**src/rtl/rf_arb_pkg.sv**
```systemverilog
// Shared types and constants for the register-file write arbiter.
package rf_arb_pkg;

    localparam int unsigned NUM_REGS = 32;
    localparam int unsigned REG_AW   = $clog2(NUM_REGS);
    localparam logic [REG_AW-1:0] REG_ZERO = 5'd0;

    typedef struct packed {
        logic [REG_AW-1:0] addr;
        logic [31:0]       data;
    } rf_wr_t;

    typedef logic [NUM_REGS-1:0] sb_vec_t;

endpackage

```
**src/rtl/rf_write_arbiter_if.sv**
```systemverilog
// Bus bundle between the pipeline (master) and the register-file write arbiter (slave).
interface rf_write_arbiter_if
    import rf_arb_pkg::*;
#(
    parameter int unsigned FIFO_DEPTH = 4
);
    localparam int unsigned CntW = $clog2(FIFO_DEPTH) + 1;

    logic              wb_we;
    logic [REG_AW-1:0] wb_addr;
    logic [31:0]       wb_data;
    logic              mdu_valid;
    logic              mdu_ready;
    logic [REG_AW-1:0] mdu_addr;
    logic [31:0]       mdu_data;
    logic              issue_valid;
    logic [REG_AW-1:0] issue_addr;
    logic [REG_AW-1:0] rs_addr;
    logic [REG_AW-1:0] rt_addr;
    logic [REG_AW-1:0] rd_addr;
    logic              rs_busy;
    logic              rt_busy;
    logic              rd_busy;
    logic              rf_we;
    logic [REG_AW-1:0] rf_waddr;
    logic [31:0]       rf_wdata;
    logic              starve_hold;
    logic [CntW-1:0]   fifo_count;

    modport master (
        output wb_we, wb_addr, wb_data, mdu_valid, mdu_addr, mdu_data,
               issue_valid, issue_addr, rs_addr, rt_addr, rd_addr,
        input  mdu_ready, rs_busy, rt_busy, rd_busy, rf_we, rf_waddr, rf_wdata,
               starve_hold, fifo_count
    );

    modport slave (
        input  wb_we, wb_addr, wb_data, mdu_valid, mdu_addr, mdu_data,
               issue_valid, issue_addr, rs_addr, rt_addr, rd_addr,
        output mdu_ready, rs_busy, rt_busy, rd_busy, rf_we, rf_waddr, rf_wdata,
               starve_hold, fifo_count
    );

endinterface

```
**src/rtl/rf_wb_fifo.sv**
```systemverilog
// Synchronous FIFO of pending MDU register writes; Depth must be a power of two.
module rf_wb_fifo
    import rf_arb_pkg::*;
#(
    parameter int unsigned Depth = 4,
    localparam int unsigned PtrW = $clog2(Depth),
    localparam int unsigned CntW = PtrW + 1
) (
    input  logic            clk_i,
    input  logic            rst_ni,
    input  logic            push_i,
    input  rf_wr_t          wdata_i,
    input  logic            pop_i,
    output rf_wr_t          rdata_o,
    output logic            full_o,
    output logic            empty_o,
    output logic [CntW-1:0] count_o
);

    rf_wr_t          mem_q [Depth];
    logic [PtrW-1:0] wr_ptr_q, rd_ptr_q;
    logic [CntW-1:0] count_q, count_d;
    logic            do_push, do_pop;

    assign full_o  = (count_q == CntW'(Depth));
    assign empty_o = (count_q == '0);
    assign count_o = count_q;
    assign rdata_o = mem_q[rd_ptr_q];

    assign do_push = push_i && !full_o;
    assign do_pop  = pop_i && !empty_o;

    always_comb begin
        count_d = count_q;
        unique case ({do_push, do_pop})
            2'b10:   count_d = count_q + CntW'(1);
            2'b01:   count_d = count_q - CntW'(1);
            default: count_d = count_q;
        endcase
    end

    always_ff @(posedge clk_i or negedge rst_ni) begin
        if (!rst_ni) begin
            wr_ptr_q <= '0;
            rd_ptr_q <= '0;
            count_q  <= '0;
        end else begin
            if (do_push) wr_ptr_q <= wr_ptr_q + PtrW'(1);
            if (do_pop)  rd_ptr_q <= rd_ptr_q + PtrW'(1);
            count_q <= count_d;
        end
    end

    // Storage needs no reset: entries are only read when count says they are valid.
    always_ff @(posedge clk_i) begin
        if (do_push) mem_q[wr_ptr_q] <= wdata_i;
    end

endmodule

```
**src/rtl/rf_write_arbiter.sv**
```systemverilog
// Register-file write-port arbiter: WB has priority, MDU results queue and drain into idle slots.
// Optional same-cycle MDU bypass when idle is enabled by defining RF_ARB_BYPASS_EN.
module rf_write_arbiter
    import rf_arb_pkg::*;
#(
    parameter int unsigned FIFO_DEPTH   = 4,
    parameter int unsigned STARVE_LIMIT = 8
) (
    input logic               clk_i,
    input logic               rst_ni,
    rf_write_arbiter_if.slave bus
);

    localparam int unsigned CntW    = $clog2(FIFO_DEPTH) + 1;
    localparam int unsigned StarveW = $clog2(STARVE_LIMIT + 1);

    logic               wb_own, mdu_acc, push, pop, byp, mdu_commit;
    logic               fifo_full, fifo_empty, port_we;
    logic [CntW-1:0]    count;
    rf_wr_t             head, mdu_wr, port_wr;
    sb_vec_t            sb_q, sb_d;
    logic [StarveW-1:0] starve_q, starve_d;

    assign wb_own  = bus.wb_we && (bus.wb_addr != REG_ZERO);
    assign mdu_acc = bus.mdu_valid && !fifo_full;
    assign mdu_wr  = '{addr: bus.mdu_addr, data: bus.mdu_data};

`ifdef RF_ARB_BYPASS_EN
    assign byp = mdu_acc && fifo_empty && !wb_own && (bus.mdu_addr != REG_ZERO);
`else
    assign byp = 1'b0;
`endif

    // r0 results are accepted but never queued.
    assign push       = mdu_acc && (bus.mdu_addr != REG_ZERO) && !byp;
    assign pop        = !wb_own && !fifo_empty;
    assign mdu_commit = pop || byp;

    rf_wb_fifo #(
        .Depth (FIFO_DEPTH)
    ) u_fifo (
        .clk_i   (clk_i),
        .rst_ni  (rst_ni),
        .push_i  (push),
        .wdata_i (mdu_wr),
        .pop_i   (pop),
        .rdata_o (head),
        .full_o  (fifo_full),
        .empty_o (fifo_empty),
        .count_o (count)
    );

    always_comb begin
        port_we = 1'b0;
        port_wr = '0;
        if (wb_own) begin
            port_we = 1'b1;
            port_wr = '{addr: bus.wb_addr, data: bus.wb_data};
        end else if (!fifo_empty) begin
            port_we = 1'b1;
            port_wr = head;
        end else if (byp) begin
            port_we = 1'b1;
            port_wr = mdu_wr;
        end
    end

    // Port is forced quiet while reset is held, even if WB is still driving.
    assign bus.rf_we    = rst_ni && port_we;
    assign bus.rf_waddr = rst_ni ? port_wr.addr : '0;
    assign bus.rf_wdata = rst_ni ? port_wr.data : '0;

    always_comb begin
        sb_d = sb_q;
        if (mdu_commit) sb_d[port_wr.addr] = 1'b0;
        // Applied after the clear so a same-register issue wins.
        if (bus.issue_valid && (bus.issue_addr != REG_ZERO)) sb_d[bus.issue_addr] = 1'b1;
    end

    always_comb begin
        starve_d = starve_q;
        if (fifo_empty || pop) begin
            starve_d = '0;
        end else if (wb_own && (starve_q != '1)) begin
            starve_d = starve_q + StarveW'(1);
        end
    end

    always_ff @(posedge clk_i or negedge rst_ni) begin
        if (!rst_ni) begin
            sb_q     <= '0;
            starve_q <= '0;
        end else begin
            sb_q     <= sb_d;
            starve_q <= starve_d;
        end
    end

    assign bus.rs_busy     = sb_q[bus.rs_addr];
    assign bus.rt_busy     = sb_q[bus.rt_addr];
    assign bus.rd_busy     = sb_q[bus.rd_addr];
    assign bus.mdu_ready   = !fifo_full;
    assign bus.fifo_count  = count;
    assign bus.starve_hold = (starve_q >= StarveW'(STARVE_LIMIT));

`ifndef SYNTHESIS
    // Decode must stall on rd_busy before issuing to an already-busy destination.
    a_issue_not_busy: assert property (@(posedge clk_i) disable iff (!rst_ni)
        (bus.issue_valid && (bus.issue_addr != REG_ZERO)) |-> !sb_q[bus.issue_addr]);
`endif

endmodule

```
**src/flat_wrapper.sv**
```systemverilog
// flat-port wrapper written by rule: the top's interface ports become plain ports
module rf_write_arbiter_flat import rf_arb_pkg::*;
#(
    parameter int unsigned FIFO_DEPTH   = 4,
    parameter int unsigned STARVE_LIMIT = 8
)
  (clk_i, rst_ni, bus_wb_we, bus_wb_addr, bus_wb_data, bus_mdu_valid, bus_mdu_addr, bus_mdu_data, bus_issue_valid, bus_issue_addr, bus_rs_addr, bus_rt_addr, bus_rd_addr, bus_mdu_ready, bus_rs_busy, bus_rt_busy, bus_rd_busy, bus_rf_we, bus_rf_waddr, bus_rf_wdata, bus_starve_hold, bus_fifo_count);
  rf_write_arbiter_if #(.FIFO_DEPTH(FIFO_DEPTH)) bus_i ();
  input logic clk_i;
  input logic rst_ni;
  input wire logic [$bits(bus_i.wb_we)-1:0] bus_wb_we;
  input wire logic [$bits(bus_i.wb_addr)-1:0] bus_wb_addr;
  input wire logic [$bits(bus_i.wb_data)-1:0] bus_wb_data;
  input wire logic [$bits(bus_i.mdu_valid)-1:0] bus_mdu_valid;
  input wire logic [$bits(bus_i.mdu_addr)-1:0] bus_mdu_addr;
  input wire logic [$bits(bus_i.mdu_data)-1:0] bus_mdu_data;
  input wire logic [$bits(bus_i.issue_valid)-1:0] bus_issue_valid;
  input wire logic [$bits(bus_i.issue_addr)-1:0] bus_issue_addr;
  input wire logic [$bits(bus_i.rs_addr)-1:0] bus_rs_addr;
  input wire logic [$bits(bus_i.rt_addr)-1:0] bus_rt_addr;
  input wire logic [$bits(bus_i.rd_addr)-1:0] bus_rd_addr;
  output wire logic [$bits(bus_i.mdu_ready)-1:0] bus_mdu_ready;
  output wire logic [$bits(bus_i.rs_busy)-1:0] bus_rs_busy;
  output wire logic [$bits(bus_i.rt_busy)-1:0] bus_rt_busy;
  output wire logic [$bits(bus_i.rd_busy)-1:0] bus_rd_busy;
  output wire logic [$bits(bus_i.rf_we)-1:0] bus_rf_we;
  output wire logic [$bits(bus_i.rf_waddr)-1:0] bus_rf_waddr;
  output wire logic [$bits(bus_i.rf_wdata)-1:0] bus_rf_wdata;
  output wire logic [$bits(bus_i.starve_hold)-1:0] bus_starve_hold;
  output wire logic [$bits(bus_i.fifo_count)-1:0] bus_fifo_count;
  assign bus_i.wb_we = bus_wb_we;
  assign bus_i.wb_addr = bus_wb_addr;
  assign bus_i.wb_data = bus_wb_data;
  assign bus_i.mdu_valid = bus_mdu_valid;
  assign bus_i.mdu_addr = bus_mdu_addr;
  assign bus_i.mdu_data = bus_mdu_data;
  assign bus_i.issue_valid = bus_issue_valid;
  assign bus_i.issue_addr = bus_issue_addr;
  assign bus_i.rs_addr = bus_rs_addr;
  assign bus_i.rt_addr = bus_rt_addr;
  assign bus_i.rd_addr = bus_rd_addr;
  assign bus_mdu_ready = bus_i.mdu_ready;
  assign bus_rs_busy = bus_i.rs_busy;
  assign bus_rt_busy = bus_i.rt_busy;
  assign bus_rd_busy = bus_i.rd_busy;
  assign bus_rf_we = bus_i.rf_we;
  assign bus_rf_waddr = bus_i.rf_waddr;
  assign bus_rf_wdata = bus_i.rf_wdata;
  assign bus_starve_hold = bus_i.starve_hold;
  assign bus_fifo_count = bus_i.fifo_count;
  rf_write_arbiter #(.FIFO_DEPTH(FIFO_DEPTH), .STARVE_LIMIT(STARVE_LIMIT)) u_core (.clk_i(clk_i), .rst_ni(rst_ni), .bus(bus_i));
endmodule
```
**config.mk**
```make
export PLATFORM = sky130hd
export DESIGN_NAME = rf_write_arbiter_flat
export DESIGN_NICKNAME = d
export VERILOG_FILES = /design/src/rtl/rf_arb_pkg.sv /design/src/rtl/rf_write_arbiter_if.sv /design/src/rtl/rf_wb_fifo.sv /design/src/rtl/rf_write_arbiter.sv /design/src/flat_wrapper.sv
export SDC_FILE = /design/constraint.sdc
export NUM_CORES = 1
export LEC_CHECK = 0
export BUFFER_PORTS_ARGS = -buffer_cell sky130_fd_sc_hd__clkbuf_2
export CORE_MARGIN = 2
export CORE_UTILIZATION = 45
export DETAILED_ROUTE_END_ITERATION = 7
export GPL_ROUTABILITY_DRIVEN = 0
export PLACE_DENSITY_LB_ADDON = 0.2
export SYNTH_ARGS = -nofsm -noshare
export SYNTH_HDL_FRONTEND = slang
export SYNTH_SLANG_ARGS = --single-unit
```
**constraint.sdc**
```tcl
create_clock -name clk_i -period 2.6 [get_ports clk_i]
set_clock_uncertainty 0.05 [all_clocks]
set_input_delay 0.13 -clock clk_i [delete_from_list [all_inputs] [get_ports clk_i]]
set_output_delay 0.13 -clock clk_i [all_outputs]
set_load 0.1 [all_outputs]
```
# == Word level (Yosys, flattened, before mapping) ==
# Memories as Yosys holds them, arrays and structs flattened.
# Cells that the tools add are included.
# op_classes
muxes,23
n_eq_ne,4
magnitude_cmp,8
reduce_logical,21
bitwise_logic,3
addsub,5
# ops
op,count
2-to-1 mux 32 bit,3
2-to-1 mux 37 bit,2
bitwise AND 32 bit,1
inverter 32 bit,1
OR 32 bit,1
"less-than comparator 5 x 6 -> 1 bit, second input constant",5
binary-select mux 1 bit (select 5 bit),3
nonzero test 5 bit,3
logical AND 1 bit,11
demux 1 bit (select 5 bit),2
"greater-or-equal comparator 5 x 1 -> 1 bit, second input constant",2
2-to-1 mux 1 bit,9
2-to-1 mux 4 bit,2
case mux 3 bit (2 select lines),1
2-to-1 mux 5 bit,1
"adder 2 x 1 -> 2 bit, second input constant",2
"adder 4 x 1 -> 4 bit, second input constant",1
"greater-or-equal comparator 4 bit, second input constant",1
"inequality test 4 bit, second input constant",1
nonzero test 2 bit,2
"adder 3 x 1 -> 3 bit, second input constant",1
"equality test 3 bit, second input constant",1
zero test 1 bit,3
zero test 3 bit,1
4 further kinds,4
# totals
mem_count,1
elab_cells,70
in_bits,99
out_inout_bits,46
ff_bits,43
ram_bits,148
# memory_table
memory,words,word_bits,read_ports,rd_clocked_by_memory_dff,write_ports,line,source
u_core.u_fifo.mem_q,4,37,1,0,1,rf_wb_fifo.sv:20,rf_wr_t mem_q [Depth];

# == Logic depth before layout (Yosys ltp) ==
# Gate-level depths: netlist of the first run.
# logic_depth
word_depth,12
mapped_depth,11
mapped_depth_nobuf,10

# == Hierarchy ==
# From an unflattened synthesis of the first run, not the netlist that was laid out.
# hier_totals
hier_cells,650
hier_area_um2,9148.8
# by_module_without_submodules
module,instances,area_each_um2,cells_each,seq_area_each_um2
rf_wb_fifo,1,5755.5,231,4619.4
rf_write_arbiter,1,3393.3,419,900.9

# == Least setup slack after synthesis of the first run ==
# No wires, ideal clock.
# synth_timing
path_kind,flip-flop to flip-flop
start,"register u_core.u_fifo.count_q[0], in the netlist u_core.u_fifo.count_o[0]"
end,memory u_core.u_fifo.mem_q[0][0] in the netlist's numbering (enable)
n_path_buf,0
arrival_time_ns,3.315
synth_period_minus_slack_ns,3.763
setup_time_ns,0.398
required_time_ns,2.152
path_stages_with_launch,5
path_slack_ns,-1.163
path_cell_list,dfrtp_1 -> inv_1 -> nand3_1 -> o211a_2 -> and2_1
# synth_via
elab_chain_len,7
# synth_lines
item,line,source
start: declaration,rf_wb_fifo.sv:22,"logic [CntW-1:0] count_q, count_d;"
start signal: assignment,rf_wb_fifo.sv:50,count_q <= count_d;
equality test 3 bit *,rf_wb_fifo.sv:25,assign full_o = (count_q == CntW'(Depth));
zero test 1 bit *,--,
net bus_mdu_ready,flat_wrapper.sv:22,output wire logic [$bits(bus_i.mdu_ready)-1:0] bus_mdu_ready;
logical AND 1 bit,rf_write_arbiter.sv:25,assign mdu_acc = bus.mdu_valid && !fifo_full;
logical AND 1 bit,rf_write_arbiter.sv:35,assign push = mdu_acc && (bus.mdu_addr != REG_ZERO) && !byp;
logical AND 1 bit *,rf_wb_fifo.sv:30,assign do_push = push_i && !full_o;
2-to-1 mux 1 bit *,rf_wb_fifo.sv:56,if (do_push) mem_q[wr_ptr_q] <= wdata_i;
2-to-1 mux 1 bit (not written as such) *,rf_wb_fifo.sv:56,
end: declaration,rf_wb_fifo.sv:20,
# The timed path passes the listed nets; every way through them passes the cells marked *.

# == Worst setup path in the final report of the first run ==
# layout_timing
start,register u_core.sb_q[8]
end,output port bus_rt_busy
# layout_via
elab_chain_len,2
# layout_lines
item,line,source
start: declaration,rf_write_arbiter.sv:21,"sb_vec_t sb_q, sb_d;"
start signal: assignment,rf_write_arbiter.sv:91,sb_q <= '0;
start signal: assignment,rf_write_arbiter.sv:94,sb_q <= sb_d;
binary-select mux 1 bit (select 5 bit),rf_write_arbiter.sv:100,assign bus.rt_busy = sb_q[bus.rt_addr];
2-to-1 mux 1 bit (not written as such),rf_write_arbiter.sv:100,
end: declaration,flat_wrapper.sv:24,output wire logic [$bits(bus_i.rt_busy)-1:0] bus_rt_busy;
# No other way between the ends. The select of a mux whose other input is x is not followed.

==> results.md, run 1 <==
Run status:
- The flow ran to the end, and the final reports show no timing, DRC or antenna violations.

Placement:
- The port buffer count is 144.
- In this run the cell area measured after placement is 0.0109 mm².
- The pre-CTS setup slack is 208 ps.
- Once detailed placement completed, the half-perimeter wirelength came to 15,000 µm.
- Once placement completed, the tool counted placed cells totaling 983.

Critical path:
- For this design, the slowest cell found on the critical path is sky130_fd_sc_hd__mux4_2.
- Of all nets on the critical path, the largest fanout is 4.
- Data on the critical path is required at its endpoint by 2420 ps.
- The number of buffers and inverters on the critical path is 1.
- The arrival time of data at the critical path endpoint is 2360 ps.
- The cell with the most instances on the worst path is sky130_fd_sc_hd__mux4_2.
- The worst setup path is launched from a register.
- Traced cell by cell, the critical path runs through mux4_2, mux4_2, mux2_2, buf_4.
- The top cell family by delay on the critical path is multiplexers.
- The critical path class is register to output port.
- The nature of the critical path endpoint is an output port.
- On the worst path, the slowest cell contributes a delay of 510 ps.

Power and ir drop:
- For this design the static power due to leakage is 4.37 nW.
- The clock share of power is 20.3%.
- Of the total power, combinational logic draws 42.7%.
- The cell-internal power is 7.55 mW.
- The worst-case IR drop observed on VDD is 0.000634 V.
- The switching part of the total power is 38.5%.
- Dividing total power by cell area gives a power density of 1020 mW/mm².
- The share of total power dissipated in sequential elements is 36.9%.
- The switching component of the power is 4.73 mW.
- The total power is 12.3 mW.

CTS:
- The number of CTS-inserted buffers is 17.
- The clock-pin slew on the worst setup and hold paths is 80 ps.
- The clock reaches the later pin of the worst-skew pair after 430 ps.
- The number of levels in the clock H-tree is 4.
- In this run the deepest clock path goes through 2 buffers.
- TritonCTS built the clock tree.
- CTS placed an instance of sky130_fd_sc_hd__clkbuf_16 at the clock tree root.
- The number of clock sinks seen by CTS is 191.

Floorplanning:
- The core region is 0.0201 mm².
- The floorplan step set the die height to 147 µm.
- The die covers 0.0215 mm².
- The I/O pin count is 145.
- The floorplan has 52 rows.
- For this configuration, the core starts out at a cell density of 45.5%.
- The die boundary width is 147 µm.

Layout:
- The finished cells cover 0.0120 mm².
- The number of fillers in the final layout is 1,529.
- The number of nets in the finished design is 892.
- The fraction of final layout cells sized beyond drive strength 1 is 43.0%.
- The number of antenna repair diodes is 0.
- The finished layout holds 1,067 standard cells, fillers aside.
- The layout overhead on the synthesized area is 31.1%.

Job:
- Across the run, the number of max-cap violations was 0.

Timing:
- The post-route minimum period is 2540 ps.
- At the pin with the least slew margin, the transition time is 820 ps.
- The share of the cycle needed by the critical path after routing is 97.5%.
- The count of pins over their slew limit is 0.
- The achievable frequency is 0.394 GHz.
- The worst path meets setup with 64.2 ps of slack.
- In the final timing run, aggregate negative setup slack is 0 ps.
- Setup repair after global routing left no endpoint under its margin.
- The number of hold violations in the final report is 0.
- The worst slew slack as a fraction of its limit is 45.3%.
- The final number of setup-violating endpoints is 0.

Global route:
- The initial antenna violation count is 0.
- The pin count of the biggest net entering global routing is 60.
- Global routing finished with a remaining overflow of 0.
- The aggregate global-route resource usage is 21.5%.
- The via count of the first global-routing pass is 6,425.
- The first global-routing pass estimated 35,500 µm of wire.

Route:
- After the first detailed-routing iteration, the DRC count stood at 447.
- After detailed routing, the number of remaining DRC violations is 0.
- After detailed routing, the average wire length per cell comes to 20.7 µm.
- The count of antenna-violating nets left after detailed routing is 0.
- Detailed routing inserted a total of 6,156 vias.
- The mean number of vias per cell is 5.77.
- The number of detailed-routing iterations run before antenna repair is 5.
- The total routed wirelength is 22,100 µm.

Yosys:
- The average footprint of a synthesized cell is 15.5 µm².
- Of the post-synthesis cell area, the dominant cell type holds 48.6%.
- The count of flip-flops with a built-in enable after synthesis is 148.
- The area of the mapped netlist is 0.00914 mm².
- The number of standard cells after synthesis is 590.
- During synthesis, Yosys emitted a total of 0 warnings.
- The dominant cell type by area after synthesis is sky130_fd_sc_hd__edfxtp_1.
- For this run, asynchronously set or reset flops after synthesis account for 22.5%.
- Synthesis inferred 191 register bits.
- Of the synthesized area, sequential elements account for 60.4%.
- The number of nets produced by synthesis is 697.
- The count of cell types in the netlist is 57.
- Counting instances in the post-synthesis netlist gives the leading cell types as 148 x sky130_fd_sc_hd__edfxtp_1, 67 x sky130_fd_sc_hd__mux4_2, 59 x sky130_fd_sc_hd__nor2_1, 43 x sky130_fd_sc_hd__dfrtp_1, 33 x sky130_fd_sc_hd__nor2b_1.
- The most used flip-flop cell after synthesis is sky130_fd_sc_hd__edfxtp_1.
- The most frequently used cell type in the post-synthesis netlist is sky130_fd_sc_hd__edfxtp_1.
- In the post-synthesis netlist, the biggest area contributors are sky130_fd_sc_hd__edfxtp_1 49%, sky130_fd_sc_hd__mux4_2 17%, sky130_fd_sc_hd__dfrtp_1 12%, sky130_fd_sc_hd__a22oi_1 2.6%, sky130_fd_sc_hd__nor2_1 2.4%.

Hold path:
- The worst hold path belongs to the class input pin to register.
[state kept, by name, summed over array words and instances (netlist names)]
| register | flops |
|---|---|
| u_core.u_fifo.count_o | 3 |
| u_core.u_fifo.mem_q | 148 |
| u_core.u_fifo.rd_ptr_q | 2 |
| u_core.u_fifo.wr_ptr_q | 2 |
| u_core.starve_q | 4 |
| u_core.sb_q | 32 |
[stage by stage]
step                hold slack (ps)  util (%)
floorplan                      -216         -
global placement                294      54.1
detailed placement              302      54.1
CTS                            44.1      59.2
global route                   52.9      59.6
finish                         60.1      59.6
[layout make-up]
class,count,area [µm²],area share (%)
clock inverter,14,146,1.22
timing repair buffer,212,1980,16.5
sequential,191,5530,46.1
clock buffer,17,425,3.55
multi-input combinational,346,3510,29.3
inverter,17,66.3,0.553
tap,270,338,2.82
[kinds of logic after synthesis]
group                    after synthesis  share of synthesized area (%)
AO/OA/AOI/OAI                         94                           7.53
adder cells (fa/ha/maj)                8                           1.18
multiplexers                          78                           17.8
flip-flops                           191                           60.4
AND/OR/NAND/NOR                      159                           9.73
buffers and inverters                 53                           2.75
XOR/XNOR                               7                          0.671
[worst reg2reg max path: cells and delay by family, from the launching register on]
kind,cells,cell delay [ps]
mux,1,610
flops,1,520
compound gates,2,510
simple gates,1,350
buf+inv,1,190
[power by group through the flow]
stage                     clock [mW]  sequential, mW  combinational (mW)
after floorplan                    0            4.55                3.53
after global placement             0            4.55                4.93
after detailed placement           0            4.61                4.94
after CTS                       2.55            4.52                5.14
after global routing            2.68            4.61                5.55
final                           2.50            4.53                5.24
[metal layers]
layer	global-route usage [%]	part of all wire, %
met1	28.2	41
met3	4.94	6.1
met5	0	0
met4	5.97	1.7
met2	36.2	52
[layout by cell type (no fill, tap or decap), types with 3 or more instances in the layout]
cell / instances
sky130_fd_sc_hd__a21oi_1: 21
sky130_fd_sc_hd__a22oi_1: 32
sky130_fd_sc_hd__a31oi_1: 5
sky130_fd_sc_hd__a41oi_2: 3
sky130_fd_sc_hd__and2_1: 3
sky130_fd_sc_hd__and2_2: 4
sky130_fd_sc_hd__buf_12: 43
sky130_fd_sc_hd__buf_4: 24
sky130_fd_sc_hd__buf_6: 3
sky130_fd_sc_hd__clkbuf_16: 17
sky130_fd_sc_hd__clkbuf_2: 103
sky130_fd_sc_hd__clkinvlp_4: 3
sky130_fd_sc_hd__dfrtp_1: 37
sky130_fd_sc_hd__dfrtp_2: 5
sky130_fd_sc_hd__dlygate4sd3_1: 38
sky130_fd_sc_hd__edfxtp_1: 148
sky130_fd_sc_hd__ha_1: 7
sky130_fd_sc_hd__inv_1: 16
sky130_fd_sc_hd__inv_8: 5
sky130_fd_sc_hd__mux2_2: 4
sky130_fd_sc_hd__mux2i_1: 6
sky130_fd_sc_hd__mux4_2: 67
sky130_fd_sc_hd__nand2_1: 7
sky130_fd_sc_hd__nand3_1: 4
sky130_fd_sc_hd__nand3b_1: 5
sky130_fd_sc_hd__nor2_1: 59
sky130_fd_sc_hd__nor2b_2: 32
sky130_fd_sc_hd__nor3_1: 9
sky130_fd_sc_hd__nor4_1: 14
sky130_fd_sc_hd__nor4_2: 4
sky130_fd_sc_hd__o21ai_0: 7
sky130_fd_sc_hd__o221ai_1: 7
sky130_fd_sc_hd__xnor2_1: 5
[final timing paths]
check | startpoint | endpoint | slack [ps] | cells past startpoint
min in group asynchronous | rst_ni | u_core.u_fifo.count_o[0]$_DFFE_PN0P_ | 500 | 3
min | bus_mdu_valid | u_core.u_fifo.wr_ptr_q[0]$_DFFE_PN0P_ | 60 | 3
max reg2reg | u_core.u_fifo.rd_ptr_q[0]$_DFFE_PN0P_ | u_core.sb_q[1]$_DFF_PN0_ | 220 | 5
max | u_core.sb_q[8]$_DFF_PN0_ | bus_rt_busy | 60 | 4
min reg2reg | u_core.u_fifo.count_o[0]$_DFFE_PN0P_ | u_core.u_fifo.count_o[0]$_DFFE_PN0P_ | 460 | 1
max in group asynchronous | rst_ni | u_core.u_fifo.rd_ptr_q[1]$_DFFE_PN0P_ | 1710 | 3
[timing repair]
action,in CTS,in global routing
endpoints found under the hold margin,191,0
endpoints found under the setup margin,38,15
buffers inserted,5,10
hold buffers,38,0
resized for setup,9,8
pin swaps,0,0
Power figures use the tool's default switching activity.
==> run 2: changes to the inputs <==
--- a/config.mk
+++ b/config.mk
@@ -10,6 +10,8 @@
 export CORE_UTILIZATION = 45
 export DETAILED_ROUTE_END_ITERATION = 7
 export GPL_ROUTABILITY_DRIVEN = 0
+export GPL_TIMING_DRIVEN = 0
+export HOLD_SLACK_MARGIN = 0.02
 export PLACE_DENSITY_LB_ADDON = 0.2
 export SYNTH_ARGS = -nofsm -noshare
 export SYNTH_HDL_FRONTEND = slang
==> constraint.sdc (replaced) <==
create_clock -name clk_i -period 2.1 [get_ports clk_i]
set_clock_uncertainty 0.05 [all_clocks]
set_input_delay 0.105 -clock clk_i [delete_from_list [all_inputs] [get_ports clk_i]]
set_output_delay 0.105 -clock clk_i [all_outputs]
set_load 0.1 [all_outputs]
==> results.md, run 2 (synthesized netlist as in run 1, its figures left out) <==
Run status:
- The flow ran to the end, but the final reports show violations.
- The checks that failed: negative setup slack.

Route:
- The DRC violation total after the first TritonRoute iteration is 403 (-9.8%).
- The number of detailed-routing iterations run before antenna repair is 5 (unchanged).
- The detail-routed net length per standard cell is 23.1 µm (+11%).
- The mean number of vias per cell is 5.86 (+1.6%).
- The count of antenna-violating nets left after detailed routing is 0 (unchanged).
- The total routed wirelength is 26,300 µm (+19%).
- The via count was 6,688 (+8.6%).
- The residual DRC count is 0 (unchanged).

Layout:
- More flip-flops sit in one register than any other, and that register is u_core.u_fifo.mem_q.
- The post-layout utilization of the core is 69.2% (+9.6 points).
- The layout overhead on the synthesized area is 52.2%.
- The fraction of final layout cells sized beyond drive strength 1 came to 55.2% (+12 points).
- The flip-flop count of the largest register after layout is 148 (unchanged).
- The library cell used most frequently in the layout, excluding fill and tap cells, is sky130_fd_sc_hd__edfxtp_1.
- The cell area after layout is 0.0139 mm² (+16%).
- The number of nets in the finished design is 964 (+8.1%).
- The largest registers in the layout are u_core.u_fifo.mem_q: 148 flops, u_core.sb_q: 32 flops, u_core.starve_q: 4 flops.
- In the layout the commonest cells are 148 x sky130_fd_sc_hd__edfxtp_1, 97 x sky130_fd_sc_hd__clkbuf_2, 67 x sky130_fd_sc_hd__mux4_2.

Critical path:
- The reg-to-reg critical path startpoint is u_core.u_fifo.rd_ptr_q[0]$_DFFE_PN0P_.
- The maximum fanout along the worst path is 4 (unchanged).
- The critical path launch point is u_core.sb_q[4]$_DFF_PN0_.
- The critical path class is register to output port.
- The nature of the critical path endpoint is an output port.
- The startpoint kind of the worst setup timing path is a register.
- The required time of the critical path came to 1950 ps (-470 ps).
- The arrival time of data at the critical path endpoint is 2360 ps (about the same).

Floorplanning:
- The I/O pin count is 145 (unchanged).
- The area enclosed by the die boundary is 0.0215 mm² (unchanged).
- The die boundary width came to 147 µm (unchanged).
- The floorplan row count is 52 (unchanged).
- The placeable core region came to 0.0201 mm² (unchanged).
- The initial standard-cell utilization of the core is 45.5% (unchanged).
- The chip height is 147 µm (unchanged).

Job:
- The number of max-cap violations is 0 (unchanged).

Power and ir drop:
- The switching component of the power came to 6.97 mW (+47%).
- The standby leakage power is 5.16 nW (+18%).
- The clock share of power is 18.0% (-2.3 points).
- The proportion of power drawn by combinational gates is 51.1% (+8.4 points).
- The cell-internal power came to 11.1 mW (+47%).
- The total power is 18.1 mW (+47%).
- The sequential share of power is 30.9% (-6.0 points).
- The switching part of the total power is 38.5% (about the same).
- The power per cell area is 1300 mW/mm² (+27%).
- The peak supply drop came to 0.000875 V (+38%).

CTS:
- The clock-pin slew on the worst setup and hold paths is 70 ps (about the same).
- The number of clock sinks seen by CTS is 191 (unchanged).
- The maximum buffer depth of the clock tree is 2 (unchanged).
- The number of CTS-inserted buffers is 17 (unchanged).
- TritonCTS built the clock tree.
- The clock network latency to the later pin of the worst-skew pair was 430 ps (about the same).
- The number of levels in the clock H-tree is 4 (unchanged).
- The cell chosen for the clock root is sky130_fd_sc_hd__clkbuf_16.

Timing:
- The number of hold violations in the final report is 0 (unchanged).
- The transition time at the pin with the least slew margin is 755 ps (-65.1 ps).
- The count of pins over their slew limit is 0 (unchanged).
- The final worst hold slack is 161 ps (+101 ps).
- The worst slew slack as a fraction of its limit was 49.7% (+4.3 points).
- After layout, the minimum clock period comes to 2510 ps.
- The share of the cycle needed by the critical path after routing is 120%.
- The worst-case setup margin in the final layout is -414 ps (-478 ps).
- Based on the critical path, the design can be clocked at up to 0.398 GHz.
- Setup repair after global routing could not meet its margin everywhere.
- The final number of setup-violating endpoints is 67 (+67).

Global route:
- The first-pass GRT wire length is 39,300 µm (+11%).
- The met3 usage in global routing came to 4.72% (-0.22 points).
- The pin count of the biggest net entering global routing was 44 (-27%).
- The overall overflow remaining after global route is 0 (unchanged).
- The aggregate global-route resource usage is 24.2% (+2.7 points).
- The via count of the first global-routing pass was 7,063 (+9.9%).
- The initial antenna violation count is 0 (unchanged).
- The global routing usage on met1 was 28.4% (+0.16 points).
- The met2 demand-to-capacity share in global routing was 43.3% (+7.1 points).
- The layer flagged by global routing as most heavily used is met2.

Placement:
- The pre-CTS setup slack is -802 ps (-1010 ps).
- The port buffer count is 137 (-4.9%).
- The detailed placer's ending HPWL is 15,200 µm (+1.1%).
- The post-detailed-placement cell area is 0.0105 mm² (-3.3%).

Hold path:
- The tightest min-delay check is of the input pin to register type.
- The hold path startpoint is bus_issue_addr[4].
## run 2: cell types whose count changed in the layout (fill, tap and decap cells not counted), moves of 24 or more
cell                        change
sky130_fd_sc_hd__clkbuf_16     +42
sky130_fd_sc_hd__a22oi_1       -32
sky130_fd_sc_hd__a22oi_2       +32
sky130_fd_sc_hd__nor2b_2       -32
sky130_fd_sc_hd__nor2b_4       +32
sky130_fd_sc_hd__buf_12        -30
sky130_fd_sc_hd__buf_6         +24
## run 2: worst max-delay path, stage by stage (launching register included)
cell and delay (ps):
sky130_fd_sc_hd__dfrtp_1 440, sky130_fd_sc_hd__mux4_2 520, sky130_fd_sc_hd__mux4_2 480, sky130_fd_sc_hd__mux2_4 280
sky130_fd_sc_hd__clkbuf_16 200
## run 2: cell type report
cell class | count | area [µm²]
Antenna cell | 1 | 2.50
Buffer | 34 | 323
Clock buffer | 17 | 425
Clock inverter | 15 | 166
Fill cell | 1189 | 6180
Inverter | 17 | 76.3
Multi-Input combinational cell | 346 | 4290
Sequential cell | 191 | 5530
Tap cell | 270 | 338
Timing Repair Buffer | 250 | 2770
## run 2: per-stage QoR
stage / TNS (ps) / instances
2_1_floorplan: -17870 / 590
3_3_place_gp: -26260 / 997
3_5_place_dp: -32050 / 997
4_1_cts: -11150 / 1118
5_1_grt: -16880 / 1140
6_report: -13090 / 1141
## run 2: what timing repair did
action,CTS,global route
gates resized for setup,259,62
hold endpoints to repair,192,0
cloned,4,2
hold buffers,40,0
pin swaps,67,49
buffers inserted,46,21
setup endpoints to repair,211,75
## run 2: final timing paths
kind / cells past startpoint / slack, ps / to
max reg2reg: 8 / -250 / u_core.sb_q[2]$_DFF_PN0_
min in group asynchronous: 3 / 270 / u_core.u_fifo.count_o[2]$_DFFE_PN0P_
max in group asynchronous: 3 / 1520 / u_core.u_fifo.rd_ptr_q[1]$_DFFE_PN0P_
max: 4 / -410 / bus_rd_busy
min: 4 / 160 / u_core.sb_q[3]$_DFF_PN0_
min reg2reg: 1 / 520 / u_core.u_fifo.count_o[2]$_DFFE_PN0P_
## run 2: metal layers
layer / vias to the layer above / share of wire (%)
met4: 0 / 3.7
met2: 282 / 54
met1: 3453 / 37
met3: 60 / 5.3
met5: - / 0
li1: 2893 / -
## run 2: power by group through the flow
stage                     sequential [mW]  combinational [mW]  clock [mW]
after CTS                            5.55                8.29        3.28
after detailed placement             5.67                6.01           0
final                                5.59                9.25        3.25
after global placement               5.57                5.91           0
after global routing                 5.66                9.62        3.43
after floorplan                      5.67                4.55           0
==> run 3: changes to the inputs <==
--- a/config.mk
+++ b/config.mk
@@ -12,7 +12,7 @@
 export GPL_ROUTABILITY_DRIVEN = 0
 export GPL_TIMING_DRIVEN = 0
 export HOLD_SLACK_MARGIN = 0.02
-export PLACE_DENSITY_LB_ADDON = 0.2
+export PLACE_DENSITY = 0.68
 export SYNTH_ARGS = -nofsm -noshare
 export SYNTH_HDL_FRONTEND = slang
 export SYNTH_SLANG_ARGS = --single-unit
==> results.md, run 3 (synthesized netlist as in run 1, its figures left out) <==
Global route:
- The via count of the first global-routing pass is 6,966 (-1.4%).
- The overall overflow remaining after global route is 0 (unchanged).
- The pin count of the biggest net entering global routing came to 44 (unchanged).
- The initial antenna violation count is 2 (+2).
- The first-pass GRT wire length came to 40,100 µm (+2.1%).
- The aggregate global-route resource usage came to 24.8% (+0.61 points).

Power and ir drop:
- The standby leakage power is 5.00 nW (-3.1%).
- The switching component of the power is 6.68 mW (-4.1%).
- The sequential share of power is 31.8% (+0.9 points).
- The cell-internal power was 10.9 mW (-1.7%).
- The proportion of power drawn by combinational gates is 49.0% (-2.1 points).
- The clock share of power was 19.2% (+1.2 points).
- The switching part of the total power is 37.9% (-0.60 points).
- The peak supply drop is 0.000800 V (-8.5%).
- The power per cell area is 1300 mW/mm² (about the same).

Floorplanning:
- The floorplan row count is 52 (unchanged).
- The I/O pin count is 145 (unchanged).
- The chip height is 147 µm (unchanged).
- The area enclosed by the die boundary is 0.0215 mm² (unchanged).
- The placeable core region is 0.0201 mm² (unchanged).
- The die boundary width is 147 µm (unchanged).
- The initial standard-cell utilization of the core is 45.5% (unchanged).

Critical path:
- The startpoint kind of the worst setup timing path is a register.
- The required time of the critical path is 1950 ps (about the same).
- The slack of the worst reg-to-reg path is -300 ps (-50 ps).
- The nature of the critical path endpoint is an output port.
- The worst register-to-register path begins at u_core.u_fifo.rd_ptr_q[0]$_DFFE_PN0P_.
- The critical path class is register to output port.
- The maximum fanout along the worst path is 4 (unchanged).
- The cell count of the worst reg-to-reg path is 9 (+1).
- The arrival time of data at the critical path endpoint is 2340 ps (-20 ps).
- The end of the worst register-to-register path is u_core.sb_q[2]$_DFF_PN0_.

Timing:
- The number of hold violations in the final report was 0 (unchanged).
- The share of the cycle needed by the critical path after routing was 119% (-0.89 points).
- The count of pins over their slew limit is 0 (unchanged).
- The final total negative setup slack is -17,190 ps (-4100 ps).
- The transition time at the pin with the least slew margin was 734 ps (-20.9 ps).
- The worst-case setup margin in the final layout is -395 ps (+18.7 ps).
- Setup repair after global routing could not meet its margin everywhere.
- The post-route minimum period is 2500 ps (-18.7 ps).
- The final worst hold slack came to 40.6 ps (-120 ps).
- The final number of setup-violating endpoints is 72 (+7.5%).
- The worst slew slack as a fraction of its limit is 51.0% (+1.4 points).
- The achievable frequency is 0.401 GHz (+0.75%).

Layout:
- The library cell used most frequently in the layout, excluding fill and tap cells, is sky130_fd_sc_hd__edfxtp_1.
- In the layout the commonest cells are 148 x sky130_fd_sc_hd__edfxtp_1, 98 x sky130_fd_sc_hd__clkbuf_2, 67 x sky130_fd_sc_hd__mux4_2.
- The number of fillers in the final layout is 1,249 (+5.0%).
- The register name with the most flops is u_core.u_fifo.mem_q.
- The fraction of final layout cells sized beyond drive strength 1 is 53.8% (-1.3 points).
- The post-layout utilization of the core is 67.4% (-1.9 points).
- In the final layout, the registers with the most flip-flops are u_core.u_fifo.mem_q: 148 flops, u_core.sb_q: 32 flops, u_core.starve_q: 4 flops.
- The layout overhead on the synthesized area is 48.2%.
- The register area was 0.00553 mm² (unchanged).
- The number of non-filler instances in the completed layout is 1,120 (-1.8%).
- The flip-flop count of the largest register after layout is 148 (unchanged).
- The number of nets in the finished design is 943 (-2.2%).
- The multi-input gate area in the final layout is 0.00419 mm² (-2.4%).

Route:
- The number of detailed-routing iterations run before antenna repair is 7 (+2).
- The total routed wirelength is 27,200 µm (+3.2%).
- The residual DRC count is 0 (unchanged).
- The DRC violation total after the first TritonRoute iteration is 567 (+41%).
- The detail-routed net length per standard cell is 24.3 µm (+5.1%).
- The via count is 6,655 (-0.49%).
- The mean number of vias per cell is 5.94 (+1.4%).
- The count of antenna-violating nets left after detailed routing is 0 (unchanged).

CTS:
- The maximum buffer depth of the clock tree is 2 (unchanged).
- The number of levels in the clock H-tree is 4 (unchanged).
- The number of clock sinks seen by CTS is 191 (unchanged).
- The clock network latency to the later pin of the worst-skew pair is 430 ps (about the same).
- The TritonCTS clock tree is yes.
- The number of CTS-inserted buffers was 17 (unchanged).
- The cell chosen for the clock root is sky130_fd_sc_hd__clkbuf_16.
- The clock-pin slew on the worst setup and hold paths is 70 ps (about the same).

Hold path:
- The worst hold path terminates at u_core.u_fifo.wr_ptr_q[0]$_DFFE_PN0P_.
- The type of the worst min-delay path is input pin to register.
- The hold path startpoint is bus_mdu_valid.
- The depth of the worst hold-timing path is 3 (-1).

Run status:
- The checks that failed: negative setup slack.
- The flow ran to the end, but the final reports show violations.

Placement:
- The port buffer count came to 137 (unchanged).
- The detailed placer's ending HPWL is 15,400 µm (+1.6%).
- The placed instance count is 997 (unchanged).

Job:
- The number of max-cap violations came to 0 (unchanged).
==> run 3: cell count changes in the layout (fill, tap and decap cells not counted), moves of 2 or more <==
cell	previous run	this run
sky130_fd_sc_hd__clkbuf_4	0	3
sky130_fd_sc_hd__a21oi_2	8	6
sky130_fd_sc_hd__nor3_2	4	2
sky130_fd_sc_hd__nor4_2	4	12
sky130_fd_sc_hd__inv_8	8	4
sky130_fd_sc_hd__buf_16	5	3
sky130_fd_sc_hd__nor3_1	3	6
sky130_fd_sc_hd__bufinv_16	1	3
sky130_fd_sc_hd__buf_12	13	7
sky130_fd_sc_hd__clkinvlp_4	0	3
sky130_fd_sc_hd__buf_4	37	28
sky130_fd_sc_hd__nor4_4	13	4
sky130_fd_sc_hd__a21oi_1	13	15
sky130_fd_sc_hd__buf_8	6	3
==> run 3: metal layers <==
| layer | vias up | wire (µm) | global-route usage, % |
|---|---|---|---|
| met4 | 2 | 962 | 9.13 |
| met3 | 65 | 2050 | 6.22 |
| met5 | - | 13 | 0 |
| met2 | 356 | 14500 | 43.6 |
| met1 | 3378 | 9670 | 29.7 |
| li1 | 2854 | - | - |
==> run 3: area by class of cell <==
type                       count  area share [%]
sequential                   191            40.8
multi-input combinational    346            30.9
timing repair buffer         229            18.3
clock buffer                  17            3.14
tap                          270            2.49
buffer                        34            2.24
clock inverter                15            1.47
inverter                      17           0.563
antenna                        1          0.0185
==> run 3: through the flow <==
stage / cell area, µm² / setup WS (ps) / power (mW)
final: 13500 / -395 / 17.6
after global routing: 13500 / -444 / 18.2
after CTS: 13100 / -392 / 16.8
after detailed placement: 10500 / -844 / 11.7
after global placement: 10500 / -770 / 11.5
after floorplan: 9500 / -272 / 10.2
==> run 3: power groups by stage <==
stage | clock network, mW | logic, mW | registers, mW
2_1_floorplan | 0 | 4.55 | 5.67
3_3_place_gp | 0 | 5.90 | 5.57
3_5_place_dp | 0 | 6.00 | 5.66
4_1_cts | 3.39 | 7.87 | 5.54
5_1_grt | 3.55 | 9.00 | 5.66
6_report | 3.39 | 8.63 | 5.60
==> run 3: critical path, cell delays in order (launching register included) <==
cell and delay (ps):
sky130_fd_sc_hd__dfrtp_1 440, sky130_fd_sc_hd__mux4_2 510, sky130_fd_sc_hd__mux4_2 480, sky130_fd_sc_hd__mux2_4 280, sky130_fd_sc_hd__clkbuf_16 200
==> run 3: what timing repair did <==
item                                    4_1_cts  5_1_grt
endpoints found under the setup margin      210       75
buffers inserted                             33       19
pin swaps                                    55       40
hold buffers                                 39        0
endpoints found under the hold margin       191        0
cloned                                        2        2
gates resized for setup                     239       56
==> run 3: worst max path at each step <==
| stage | from | cells after the start | to | slack (ps) |
|---|---|---|---|---|
| final | u_core.sb_q[28]$_DFF_PN0_ | 4 | bus_rt_busy | -400 |
| after global routing | u_core.sb_q[28]$_DFF_PN0_ | 4 | bus_rt_busy | -440 |
| after CTS | u_core.sb_q[27]$_DFF_PN0_ | 4 | bus_rt_busy | -390 |
| after detailed placement | rst_ni | 5 | bus_rf_wdata[12] | -840 |
| after global placement | rst_ni | 5 | bus_rf_wdata[21] | -770 |
| after floorplan | u_core.u_fifo.count_o[1]$_DFFE_PN0P_ | 10 | u_core.u_fifo.count_o[2]$_DFFE_PN0P_ | -270 |
